===== config.mk =====
export PLATFORM = sky130hd
export DESIGN_NAME = coffee_vending_flat
export DESIGN_NICKNAME = d
export VERILOG_FILES = /design/src/rtl/coffee_pkg.sv /design/src/rtl/coffee_vending_if.sv /design/src/rtl/coffee_vending.sv /design/src/flat_wrapper.sv
export SDC_FILE = /design/constraint.sdc
export NUM_CORES = 1
export LEC_CHECK = 0
export BUFFER_PORTS_ARGS = -buffer_cell sky130_fd_sc_hd__clkbuf_2
export CAP_MARGIN = 5
export CORE_AREA = 3 3 40 42
export CTS_CLUSTER_DIAMETER = 120
export DETAILED_ROUTE_END_ITERATION = 10
export DIE_AREA = 0 0 43 45
export HOLD_SLACK_MARGIN = 0.05
export PLACE_DENSITY = 0.46
export SYNTH_ARGS = -nofsm -noshare
export SYNTH_HDL_FRONTEND = slang
export SYNTH_SLANG_ARGS = --single-unit

===== constraint.sdc =====
create_clock -name CLK -period 2.2 [get_ports CLK]
set_input_delay 0.44 -clock CLK [delete_from_list [all_inputs] [get_ports CLK]]
set_output_delay 0.44 -clock CLK [all_outputs]
set_load 0.01 [all_outputs]

===== src/rtl/coffee_pkg.sv =====
// Shared definitions for the coffee vending controller.
//   state_e               : controller states (ACCEPT collects coins, RETURN pays out
//                           change longer than one unit).
//   COIN_UNIT_WON         : value of one accepted coin.
//   DEFAULT_PRICE_UNITS   : default cup price in coin units.
//   DEFAULT_MAX_UNITS     : default credit ceiling in coin units.
//   owed_units()          : units to pay back when the button is pressed.
package coffee_pkg;

    typedef enum logic {
        ACCEPT = 1'b0,
        RETURN = 1'b1
    } state_e;

    localparam int unsigned COIN_UNIT_WON       = 32'd100;
    localparam int unsigned DEFAULT_PRICE_UNITS = 32'd2;
    localparam int unsigned DEFAULT_MAX_UNITS   = 32'd3;

    // Underpayment is refunded in full; otherwise only the surplus comes back.
    function automatic int unsigned owed_units(input int unsigned credit,
                                               input int unsigned price);
        int unsigned owed;
        if (credit >= price) begin
            owed = credit - price;
        end else begin
            owed = credit;
        end
        return owed;
    endfunction

endpackage


===== src/rtl/coffee_vending_if.sv =====
// Coin acceptor / button / actuator bundle of the coffee vending controller.
//   w100 : coin strobe, one 100-won coin per high cycle (front-end -> controller)
//   btn  : purchase / return request, level-sampled (front-end -> controller)
//   ret  : one-cycle pulse per returned coin unit (controller -> actuators)
//   sale : one-cycle pulse per dispensed cup (controller -> actuators)
// master = front-end / environment side, slave = controller side.
interface coffee_vending_if;

    logic w100;
    logic btn;
    logic ret;
    logic sale;

    modport master (
        output w100,
        output btn,
        input  ret,
        input  sale
    );

    modport slave (
        input  w100,
        input  btn,
        output ret,
        output sale
    );

endinterface


===== src/rtl/coffee_vending.sv =====
// Coffee vending controller: counts 100-won coins up to MAX_UNITS, and on a button
// press either dispenses a cup (sale) with change, or refunds an underpayment.
// Every returned unit is one ret-high cycle; payouts longer than one unit are
// finished in the RETURN state, which ignores coins and button presses.
// Ports:
//   CLK  : clock, all state changes on the rising edge
//   RSTn : synchronous active-low reset, priority over everything
//   bus  : coffee_vending_if.slave (w100, btn in; ret, sale registered out)
module coffee_vending
    import coffee_pkg::*;
#(
    parameter int unsigned PRICE_UNITS = DEFAULT_PRICE_UNITS,
    parameter int unsigned MAX_UNITS   = DEFAULT_MAX_UNITS
) (
    input  logic                CLK,
    input  logic                RSTn,
    coffee_vending_if.slave     bus
);

    localparam int unsigned CW = $clog2(MAX_UNITS + 32'd1);

    localparam logic [CW-1:0] PRICE_C = CW'(PRICE_UNITS);
    localparam logic [CW-1:0] MAX_C   = CW'(MAX_UNITS);
    localparam logic [CW-1:0] ZERO_C  = CW'(32'd0);
    localparam logic [CW-1:0] ONE_C   = CW'(32'd1);

    state_e          state_q, state_d;
    logic [CW-1:0]   credit_q, credit_d;
    logic [CW-1:0]   pend_q, pend_d;
    logic            ret_q, ret_d;
    logic            sale_q, sale_d;
    logic [CW-1:0]   owed_s;

    // Units owed back if the button is pressed with the current credit.
    always_comb begin
        owed_s = CW'(owed_units(32'(credit_q), PRICE_UNITS));
    end

    // Next-state and output decode for the coin/button FSM.
    always_comb begin
        state_d  = state_q;
        credit_d = credit_q;
        pend_d   = pend_q;
        ret_d    = 1'b0;
        sale_d   = 1'b0;

        case (state_q)
            ACCEPT: begin
                if (bus.btn) begin
                    // A coin arriving with the button is rejected by the acceptor.
                    if (credit_q == ZERO_C) begin
                        credit_d = ZERO_C;
                    end else begin
                        credit_d = ZERO_C;
                        sale_d   = (credit_q >= PRICE_C);
                        ret_d    = (owed_s != ZERO_C);
                        // First unit goes out now; the rest is paid in RETURN.
                        if (owed_s > ONE_C) begin
                            pend_d  = owed_s - ONE_C;
                            state_d = RETURN;
                        end else begin
                            pend_d  = ZERO_C;
                        end
                    end
                end else if (bus.w100) begin
                    if (credit_q < MAX_C) begin
                        credit_d = credit_q + ONE_C;
                    end else begin
                        credit_d = credit_q;
                    end
                end else begin
                    credit_d = credit_q;
                end
            end
            RETURN: begin
                ret_d  = 1'b1;
                pend_d = pend_q - ONE_C;
                if (pend_q <= ONE_C) begin
                    pend_d  = ZERO_C;
                    state_d = ACCEPT;
                end else begin
                    state_d = RETURN;
                end
            end
            default: begin
                state_d  = ACCEPT;
                credit_d = ZERO_C;
                pend_d   = ZERO_C;
            end
        endcase
    end

    // State, credit, pending-return and registered output flops.
    always_ff @(posedge CLK) begin
        if (!RSTn) begin
            state_q  <= ACCEPT;
            credit_q <= ZERO_C;
            pend_q   <= ZERO_C;
            ret_q    <= 1'b0;
            sale_q   <= 1'b0;
        end else begin
            state_q  <= state_d;
            credit_q <= credit_d;
            pend_q   <= pend_d;
            ret_q    <= ret_d;
            sale_q   <= sale_d;
        end
    end

    assign bus.ret  = ret_q;
    assign bus.sale = sale_q;

endmodule


===== src/flat_wrapper.sv =====
// flat-port wrapper written by rule: the top's interface ports become plain ports
module coffee_vending_flat import coffee_pkg::*;
#(
    parameter int unsigned PRICE_UNITS = DEFAULT_PRICE_UNITS,
    parameter int unsigned MAX_UNITS   = DEFAULT_MAX_UNITS
)
  (CLK, RSTn, bus_w100, bus_btn, bus_ret, bus_sale);
  coffee_vending_if bus_i ();
  input  logic CLK;
  input  logic RSTn;
  input wire logic [$bits(bus_i.w100)-1:0] bus_w100;
  input wire logic [$bits(bus_i.btn)-1:0] bus_btn;
  output wire logic [$bits(bus_i.ret)-1:0] bus_ret;
  output wire logic [$bits(bus_i.sale)-1:0] bus_sale;
  assign bus_i.w100 = bus_w100;
  assign bus_i.btn = bus_btn;
  assign bus_ret = bus_i.ret;
  assign bus_sale = bus_i.sale;
  coffee_vending #(.PRICE_UNITS(PRICE_UNITS), .MAX_UNITS(MAX_UNITS)) u_core (.CLK(CLK), .RSTn(RSTn), .bus(bus_i));
endmodule

==> results.cfg, run 1 <==
[run_status]
status = finished, final reports clean

[global_route]
grt_max_degree = 11
grt_pass1_vias = 286
grt_usage_pct = 8.347
grt_overflow = 0
antenna_found_initial = 0
grt_first_pass_wirelength_um = 1138

[clock_tree]
cts_buffers = 3
cts.sinks = 7
ctsLongestPathBuffers = 2
cts_tree = done
cts_root_buf = clkbuf_4
clk_pin_slew_ns = 0.05
cts_resized = 0
post_cts_buffers = 0
insertion_delay_ns = 0.25
htreeDepth = 1
hold_buffers = 0

[setup_path]
cp-start-kind = flop
endpoint = u_core.pend_q[1]
crit_chain = inv_1 > ha_1 > nor3b_2 > nand3_1 > a31oi_1
worst-path-max-fanout = 5
critPathRequiredTime_ns = 2.38
cp_slowest_stage_delay_ns = 0.40
crit_slowest_cell = dfxtp_1
worst_r2r_startpoint = u_core.credit_q[0]
cp-end-kind = flop
ff2ff_setup_slack_ns = 0.85
crit_start = u_core.credit_q[0]
cp_top_family = flip-flops
cp.depth = 5
regToRegEndpoint = u_core.pend_q[1]
reg2reg_depth = 5
critPathBufInv = 1
worst-endpoint-arrival_ns = 1.53
crit_type = flop to flop

[finish]
layout.nets = 56
fin_area_um2 = 432.9
nFillCells = 137
num_antenna_cells = 0
layout-drive-gt1-share_pct = 20.83
syn_to_final_growth_pct = 15.72

[synthesis]
synth_top_area_cell = dfxtp_1
yosysWarnings = 0
synth.distinct_cells = 22
synth.area.top_cells = dfxtp_1, ha_1, nand3_1
ys_seq_area_share_pct = 37.46
syn_area_um2 = 374.1
synth_fp_nets = 47
avgSynthCellArea_um2 = 9.353
ys_ff_latch = 7
synthCells = 40
synth_top_cell_area_share_pct = 37.46

[drt]
drt_pass1_iterations = 4
wl_um = 705
drc = 0
vias_per_cell = 4.952
first_iter_violations = 10
routedWlPerCell_um = 11.19
antenna_left = 0
vias = 312

[sta]
worst_pin_slew_ns = 0.3173
period_share_pct = 61.49
max_freq_ghz = 0.7392
tns_ns = 0
fin_skew_ns = 0.004548
drv_slew = 0
relSlewSlack_pct = 78.82
hold_viol = 0
rsz0062_at_grt = false
setup_viol_count_final = 0
fin_crit_ns = 1.353

[place]
dp_hpwl_um = 515.1
place.gp.congestion = 0.8525
dpl_cell_area_um2 = 406.6
port_buffers = 5

[floorplanning]
dieArea_um2 = 1935
core_area_um2 = 1285
rows = 13
initial_utilization_pct = 29.11
boundaryPins = 6
die_w_um = 43
fp.dieH_um = 45

[power]
report.power.total_uw = 272.3
peakVddDrop_mv = 0.2536
p_per_area_nw_per_um2 = 629.1
cellLeakagePower_uw = 0.0001892

[min_path]
min_path_type = input pin to flop
worstHoldStart = RSTn
min_path_cells = 2

[job]
maxCapViolCount = 0
[worst min path at each step]
stage | endpoint | slack, ns
finish | u_core.bus.sale | 0.49
global route | u_core.bus.sale | 0.50
CTS | u_core.credit_q[0] | 0.48
detailed placement | u_core.state_q | 0.50
global placement | u_core.pend_q[1] | 0.49
floorplan | u_core.state_q | 0.46
[kinds of logic after synthesis]
kind of cell / count (synthesis) / synth area share, %
buffers and inverters: 5 / 7.022
adder cells (fa/ha/maj): 3 / 10.03
AND/OR/NAND/NOR: 16 / 27.76
flip-flops: 7 / 37.46
AO/OA/AOI/OAI: 9 / 17.73
[final cells by class]
cell class / count / area [um2] / area share, %
Multi-Input combinational cell: 28 / 207.7 / 47.98
Sequential cell: 7 / 140.1 / 32.37
Clock buffer: 4 / 26.28 / 6.069
Timing Repair Buffer: 5 / 25.02 / 5.780
Tap cell: 15 / 18.77 / 4.335
Inverter: 4 / 15.01 / 3.468
[through the flow]
| step | cells | utilization (%) | hold slack (ns) | worst slack [ns] |
|---|---|---|---|---|
| after floorplan | 40 | - | 0.4620 | 0.9989 |
| after global placement | 59 | 31.65 | 0.4900 | 0.8714 |
| after detailed placement | 59 | 31.65 | 0.4987 | 0.8644 |
| after CTS | 63 | 33.69 | 0.4818 | 0.8488 |
| after global routing | 63 | 33.69 | 0.4952 | 0.6849 |
| final | 63 | 33.69 | 0.4927 | 0.8472 |
[worst reg2reg max path: stages, from the launching register on]
cell     delay, ns
dfxtp_1       0.40
inv_1         0.11
ha_1          0.26
nor3b_2       0.24
nand3_1       0.12
a31oi_1       0.16
[per-layer routing]
| layer | track usage (%) | routed length [um] |
|---|---|---|
| met5 | 0 | 0 |
| met4 | 7.229 | 25 |
| met3 | 4.781 | 56 |
| met2 | 11.38 | 296 |
| met1 | 9.223 | 326 |
[synthesized netlist by cell type (all sizes together)]
cell     number
ha            3
inv           4
or3b          1
nor2          2
o2bb2ai       1
o31ai         2
nor2b         2
nand3         3
nor3          2
o211a         1
dfxtp         7
nand4b        1
nand2b        1
nor3b         2
o31a          1
o21a          1
nand2         2
buf           1
a21oi         2
a31oi         1
[state kept, by name, summed over array words and instances (netlist names)]
| register | cells |
|---|---|
| u_core.pend_q | 2 |
| u_core.state_q | 1 |
| u_core.bus.sale | 1 |
| u_core.credit_q | 2 |
| u_core.bus.ret | 1 |
[layout by cell type, fill, tap and decap left out]
cell type,instances
o211a_1,1
o21a_1,1
a31oi_1,1
ha_1,3
nand3_1,3
nand2b_1,1
clkbuf_1,1
clkbuf_4,3
inv_1,4
clkbuf_2,5
a21oi_1,2
dfxtp_1,7
nor3b_2,1
nor2b_4,1
nor3_1,2
o2bb2ai_1,1
or3b_1,1
o31a_1,1
nor2_1,2
nor2b_1,1
nand4b_1,1
o31ai_1,2
nor3b_1,1
nand2_1,2
[where the power goes]
group          leakage, uW  internal, uW  switching [uW]
Clock            0.0000150          69.3            49.4
Combinational     0.000118          9.92            12.1
Sequential       0.0000566           129            2.37
Total             0.000189           209            63.8
(Power assumes the default switching activity.)
==> run 2, diff against run 1 <==
--- a/config.mk
+++ b/config.mk
@@ -5,6 +5,7 @@
 export SDC_FILE = /design/constraint.sdc
 export NUM_CORES = 1
 export LEC_CHECK = 0
+export ABC_AREA = 1
 export BUFFER_PORTS_ARGS = -buffer_cell sky130_fd_sc_hd__clkbuf_2
 export CAP_MARGIN = 5
 export CORE_AREA = 3 3 40 42
@@ -12,7 +13,7 @@
 export DETAILED_ROUTE_END_ITERATION = 10
 export DIE_AREA = 0 0 43 45
 export HOLD_SLACK_MARGIN = 0.05
-export PLACE_DENSITY = 0.46
+export PLACE_DENSITY = 0.47
 export SYNTH_ARGS = -nofsm -noshare
 export SYNTH_HDL_FRONTEND = slang
 export SYNTH_SLANG_ARGS = --single-unit
==> constraint.sdc (replaced) <==
create_clock -name CLK -period 1.2 [get_ports CLK]
set_input_delay 0.24 -clock CLK [delete_from_list [all_inputs] [get_ports CLK]]
set_output_delay 0.24 -clock CLK [all_outputs]
set_load 0.01 [all_outputs]
==> run 2 against run 1 <==
Design area up 5.8%. Wire length up 0.85%. Synthesized cell count up 25%. Utilization up 1.9 points. First-iteration DRC count down 30%. Combinational power up 110%. Hold slack worse by 0.21 ns. Global-route usage up 1.1 points. Sequential power up 83%. Critical path depth up 1. Largest cell class unchanged. Highest routed layer is now met3.
==> results.cfg, run 2 <==
[run_status]
status = finished, final reports clean

[clock_tree]
ctsLongestPathBuffers = 2
cts_tree = done
clk_pin_slew_ns = 0.05
htreeDepth = 1
cts_root_buf = clkbuf_4
insertion_delay_ns = 0.24
post_cts_buffers = 0
cts_buffers = 3
cts.sinks = 7

[floorplanning]
fp.dieH_um = 45
dieArea_um2 = 1935
core_area_um2 = 1285
initial_utilization_pct = 28.63
boundaryPins = 6
die_w_um = 43
rows = 13

[drt]
drc = 0
drt_pass1_iterations = 4
vias = 346
routedWlPerCell_um = 9.355
wl_um = 711
first_iter_violations = 7
antenna_left = 0
vias_per_cell = 4.553

[place]
dp_hpwl_um = 587.8
place.gp.congestion = 0.6877
port_buffers = 5

[sta]
relSlewSlack_pct = 80.41
fin_crit_ns = 1.081
tns_ns = 0
period_share_pct = 90.07
rsz0062_at_grt = false
fin_skew_ns = 0.001753
setup_viol_count_final = 0
drv_slew = 0
max_freq_ghz = 0.9252
worst_pin_slew_ns = 0.2935
hold_viol = 0

[synthesis]
avgSynthCellArea_um2 = 7.357
synth.area.top_cells = dfxtp_1, ha_1, nand3_1
synth_top_area_cell = dfxtp_1
ys_ff_latch = 7
synth_top_cell_area_share_pct = 38.10
synthCells = 50
synth_ff_type = dfxtp_1
synth_edf_count = 0
synth.distinct_cells = 15
yosysWarnings = 0
syn_area_um2 = 367.9
ys_async_sr_fraction_pct = 0
synth_common_cells = dfxtp_1, nor2_1, inv_1, nand2_1, nand3_1
ys_seq_area_share_pct = 38.10
synth_fp_nets = 57

[global_route]
grt_pass1_vias = 314
grt_max_degree = 8
grt_first_pass_wirelength_um = 1304
grt_usage_pct = 9.440
antenna_found_initial = 0
grt_overflow = 0

[setup_path]
cp-end-kind = flop
worst-path-max-fanout = 3
worst-endpoint-arrival_ns = 1.22
crit_type = flop to flop
critPathRequiredTime_ns = 1.34
cp-start-kind = flop

[power]
p_per_area_nw_per_um2 = 1081
peakVddDrop_mv = 0.3799
cellLeakagePower_uw = 0.0002087

[min_path]
min_path_type = input pin to flop

[finish]
layout-drive-gt1-share_pct = 26.23
final_common_cell = nor2_1
syn_to_final_growth_pct = 24.49
post-route-util_pct = 35.64
reg_top3 = u_core.credit_q (2), u_core.pend_q (2)
num_antenna_cells = 0
final_cell_mix = nor2_1, inv_1, nand3_1, nand2_1, dfxtp_1
layout.nets = 69
nFillCells = 143

[job]
maxCapViolCount = 0
[run 2: changes by cell type after synthesis, sizes merged, moves of 2 or more]
cell,before,now
nand3,3,7
nand2,2,6
nor2b,2,0
nor2,2,7
nor3b,2,0
inv,4,8
o31ai,2,0
o21ai,0,5
nand4,0,2
[run 2: report_power, final]
group	leakage [uW]	switching, uW	internal (uW)	total, uW
clock network	0.0000150	79.5	126	206
logic	0.000137	28.0	18.9	46.9
registers	0.0000572	3.66	239	242
[run 2: worst paths after layout]
path	to	slack [ns]	startpoint	cells past startpoint
max	u_core.pend_q[1]	0.12	u_core.credit_q[0]	6
min	u_core.credit_q[1]	0.28	bus_w100	3
max reg2reg	u_core.pend_q[1]	0.12	u_core.credit_q[0]	6
min reg2reg	u_core.state_q	0.50	u_core.pend_q[1]	2
[run 2: logic make-up after synthesis]
kind of cell | synth area share (%)
compound gates | 12.59
buf+inv | 8.164
flops | 38.09
fa+ha+maj | 10.21
simple gates | 30.95
[run 2: layer usage]
layer  track usage [%]  routed length [um]
met5                 0                   0
met4             3.614                   0
met3             5.976                  34
met2             13.47                 311
met1             11.44                 365
[run 2: layout make-up]
class | count | area, um2 | share of cell area [%]
timing repair buffer | 7 | 40.04 | 8.743
sequential | 7 | 141.4 | 30.87
multi-input combinational | 35 | 201.4 | 43.99
tap | 15 | 18.77 | 4.098
clock buffer | 4 | 26.28 | 5.738
inverter | 8 | 30.03 | 6.557
[run 2: metrics by stage]
stage / instance area, um2 / instances / total power [uW] / setup WS, ns / hold WS, ns
2_1_floorplan: 367.9 / 50 / 274.4 / 0.1035 / 0.3724
3_3_place_gp: 426.7 / 72 / 293.8 / 0.06341 / 0.4986
3_5_place_dp: 426.7 / 72 / 292.7 / 0.05118 / 0.5014
4_1_cts: 452.9 / 76 / 505.8 / 0.04136 / 0.2875
5_1_grt: 457.9 / 76 / 533.5 / 0.01096 / 0.2961
6_report: 457.9 / 76 / 495.1 / 0.1192 / 0.2827
[run 2: critical path, cell delays in order, from the launching register on]
cell     delay (ns)
dfxtp_1        0.32
inv_1          0.07
ha_1           0.22
o21ai_2        0.16
nand2_1        0.07
nor2_1         0.10
nor2_1         0.04
[run 2: what timing repair did]
| action | in CTS | in global routing |
|---|---|---|
| setup endpoints to repair | 0 | 2 |
| resized for setup | 0 | 2 |
| hold buffers | 0 | 0 |
==> run 3, diff against run 2 <==
--- a/config.mk
+++ b/config.mk
@@ -14,6 +14,7 @@
 export DIE_AREA = 0 0 43 45
 export HOLD_SLACK_MARGIN = 0.05
 export PLACE_DENSITY = 0.47
+export SETUP_SLACK_MARGIN = 0.4
 export SYNTH_ARGS = -nofsm -noshare
 export SYNTH_HDL_FRONTEND = slang
 export SYNTH_SLANG_ARGS = --single-unit
==> run 3 against run 2 <==
Critical endpoint is now u_core.pend_q[0]. Sequential power about the same. Critical path type unchanged. First-iteration DRC count unchanged. Utilization up 5.9 points.
==> results.cfg, run 3 (synthesis gave the netlist of run 2 again) <==
[drt]
vias_per_cell = 4.714
routedWlPerCell_um = 10.95
wl_um = 843
drt_pass1_iterations = 3
vias = 363
first_iter_violations = 7
antenna_left = 0
drc = 0

[place]
dp.cells = 70
port_buffers = 5
place.gp.congestion = 0.6996
dp_hpwl_um = 557
dpl_cell_area_um2 = 429.2

[clock_tree]
htreeDepth = 1
clk_pin_slew_ns = 0.06
hold_buffers = 0
cts_tree = done
cts.sinks = 7
cts_root_buf = clkbuf_4
insertion_delay_ns = 0.26
cts_buffers = 3
ctsLongestPathBuffers = 2

[sta]
tns_ns = 0
relSlewSlack_pct = 86.75
fin_skew_ns = 0.001288
hold_ws_ns = 0.2565
setup_viol_count_final = 0
worst_pin_slew_ns = 0.1980
rsz0062_at_grt = true
fin_crit_ns = 1.039
period_share_pct = 86.57
max_freq_ghz = 0.9626
drv_slew = 0
hold_viol = 0

[setup_path]
crit_chain = buf_4 > ha_4 > nand3_1 > nand2_1 > nor2_1 > nor2_1
worst-endpoint-arrival_ns = 1.19
cp_slowest_stage_delay_ns = 0.37
crit_type = flop to flop
cp_common_cell = nor2_1
cp-end-kind = flop
crit_slowest_cell = dfxtp_4
critPathRequiredTime_ns = 1.35
cp-start-kind = flop
worst-path-max-fanout = 5

[power]
peakVddDrop_mv = 0.2945
report.power.total_uw = 527.5
p_per_area_nw_per_um2 = 987.3
cellLeakagePower_uw = 0.0002229

[finish]
layout-drive-gt1-share_pct = 48.39
reg_top3 = u_core.credit_q (2), u_core.pend_q (2)
syn_to_final_growth_pct = 45.24
num_antenna_cells = 0
fin_area_um2 = 534.3
layout.nets = 70
final_cell_mix = nor2_1, nand3_1, inv_1, o21ai_1, dfxtp_1
final_common_cell = nor2_1
stdcell_count = 77
nFillCells = 139

[global_route]
antenna_found_initial = 0
grt_first_pass_wirelength_um = 1304
grt_usage_pct = 9.833
grt_overflow = 0
grt_pass1_vias = 294
grt_max_degree = 8

[floorplanning]
dieArea_um2 = 1935
boundaryPins = 6
rows = 13
fp.dieH_um = 45
initial_utilization_pct = 28.63
die_w_um = 43
core_area_um2 = 1285

[min_path]
min_path_type = input pin to flop

[run_status]
status = finished, final reports clean

[job]
maxCapViolCount = 0
-- run 3: through the flow --
stage / worst slack (ns) / utilization (%)
after CTS: 0.1659 / 39.05
after global placement: 0.1323 / 33.40
final: 0.1612 / 41.58
after detailed placement: 0.1369 / 33.40
after floorplan: 0.2313 / -
after global routing: 0.09840 / 41.58
-- run 3: power by group --
group / total, uW / internal, uW / switching, uW
clock: 225 / 128 / 97.8
sequential: 242 / 235 / 6.49
combinational: 60.3 / 25.3 / 35.0
total: 527 / 388 / 139
-- run 3: critical path: cells and delay by family (launching register included) --
kind	cells	cell delay, ns
buffers and inverters	1	0.15
adders and majority gates	1	0.15
and+or+nand+nor	4	0.27
DFF	1	0.37
-- run 3: cell type report --
cell class	instances	area (um2)	share of cell area (%)
Multi-Input combinational cell	35	257.7	48.24
Clock buffer	4	26.28	4.918
Inverter	8	35.03	6.557
Sequential cell	7	148.9	27.87
Timing Repair Buffer	8	47.55	8.899
Tap cell	15	18.77	3.513
-- run 3: final timing paths --
kind,end,startpoint,slack [ns],cells after the start
max,u_core.pend_q[0],u_core.credit_q[1],0.16,6
max reg2reg,u_core.pend_q[0],u_core.credit_q[1],0.16,6
min,u_core.credit_q[1],bus_w100,0.26,3
min reg2reg,u_core.state_q,u_core.pend_q[1],0.50,2
-- run 3: layer usage --
layer | GRT usage, % | wire length [um] | part of all wire (%) | up-vias
li1 | - | - | - | 191
met1 | 11.35 | 396 | 47 | 162
met2 | 14.07 | 376 | 45 | 8
met3 | 3.586 | 43 | 5.1 | 2
met4 | 9.036 | 27 | 3.2 | 0
met5 | 0 | 0 | 0 | -
-- run 3: what timing repair did --
action                                  4_1_cts  5_1_grt
setup buffers                                 1        2
pin swaps                                     0        2
gates resized for setup                       9        8
endpoints found under the hold margin         0        0
endpoints found under the setup margin        9        9
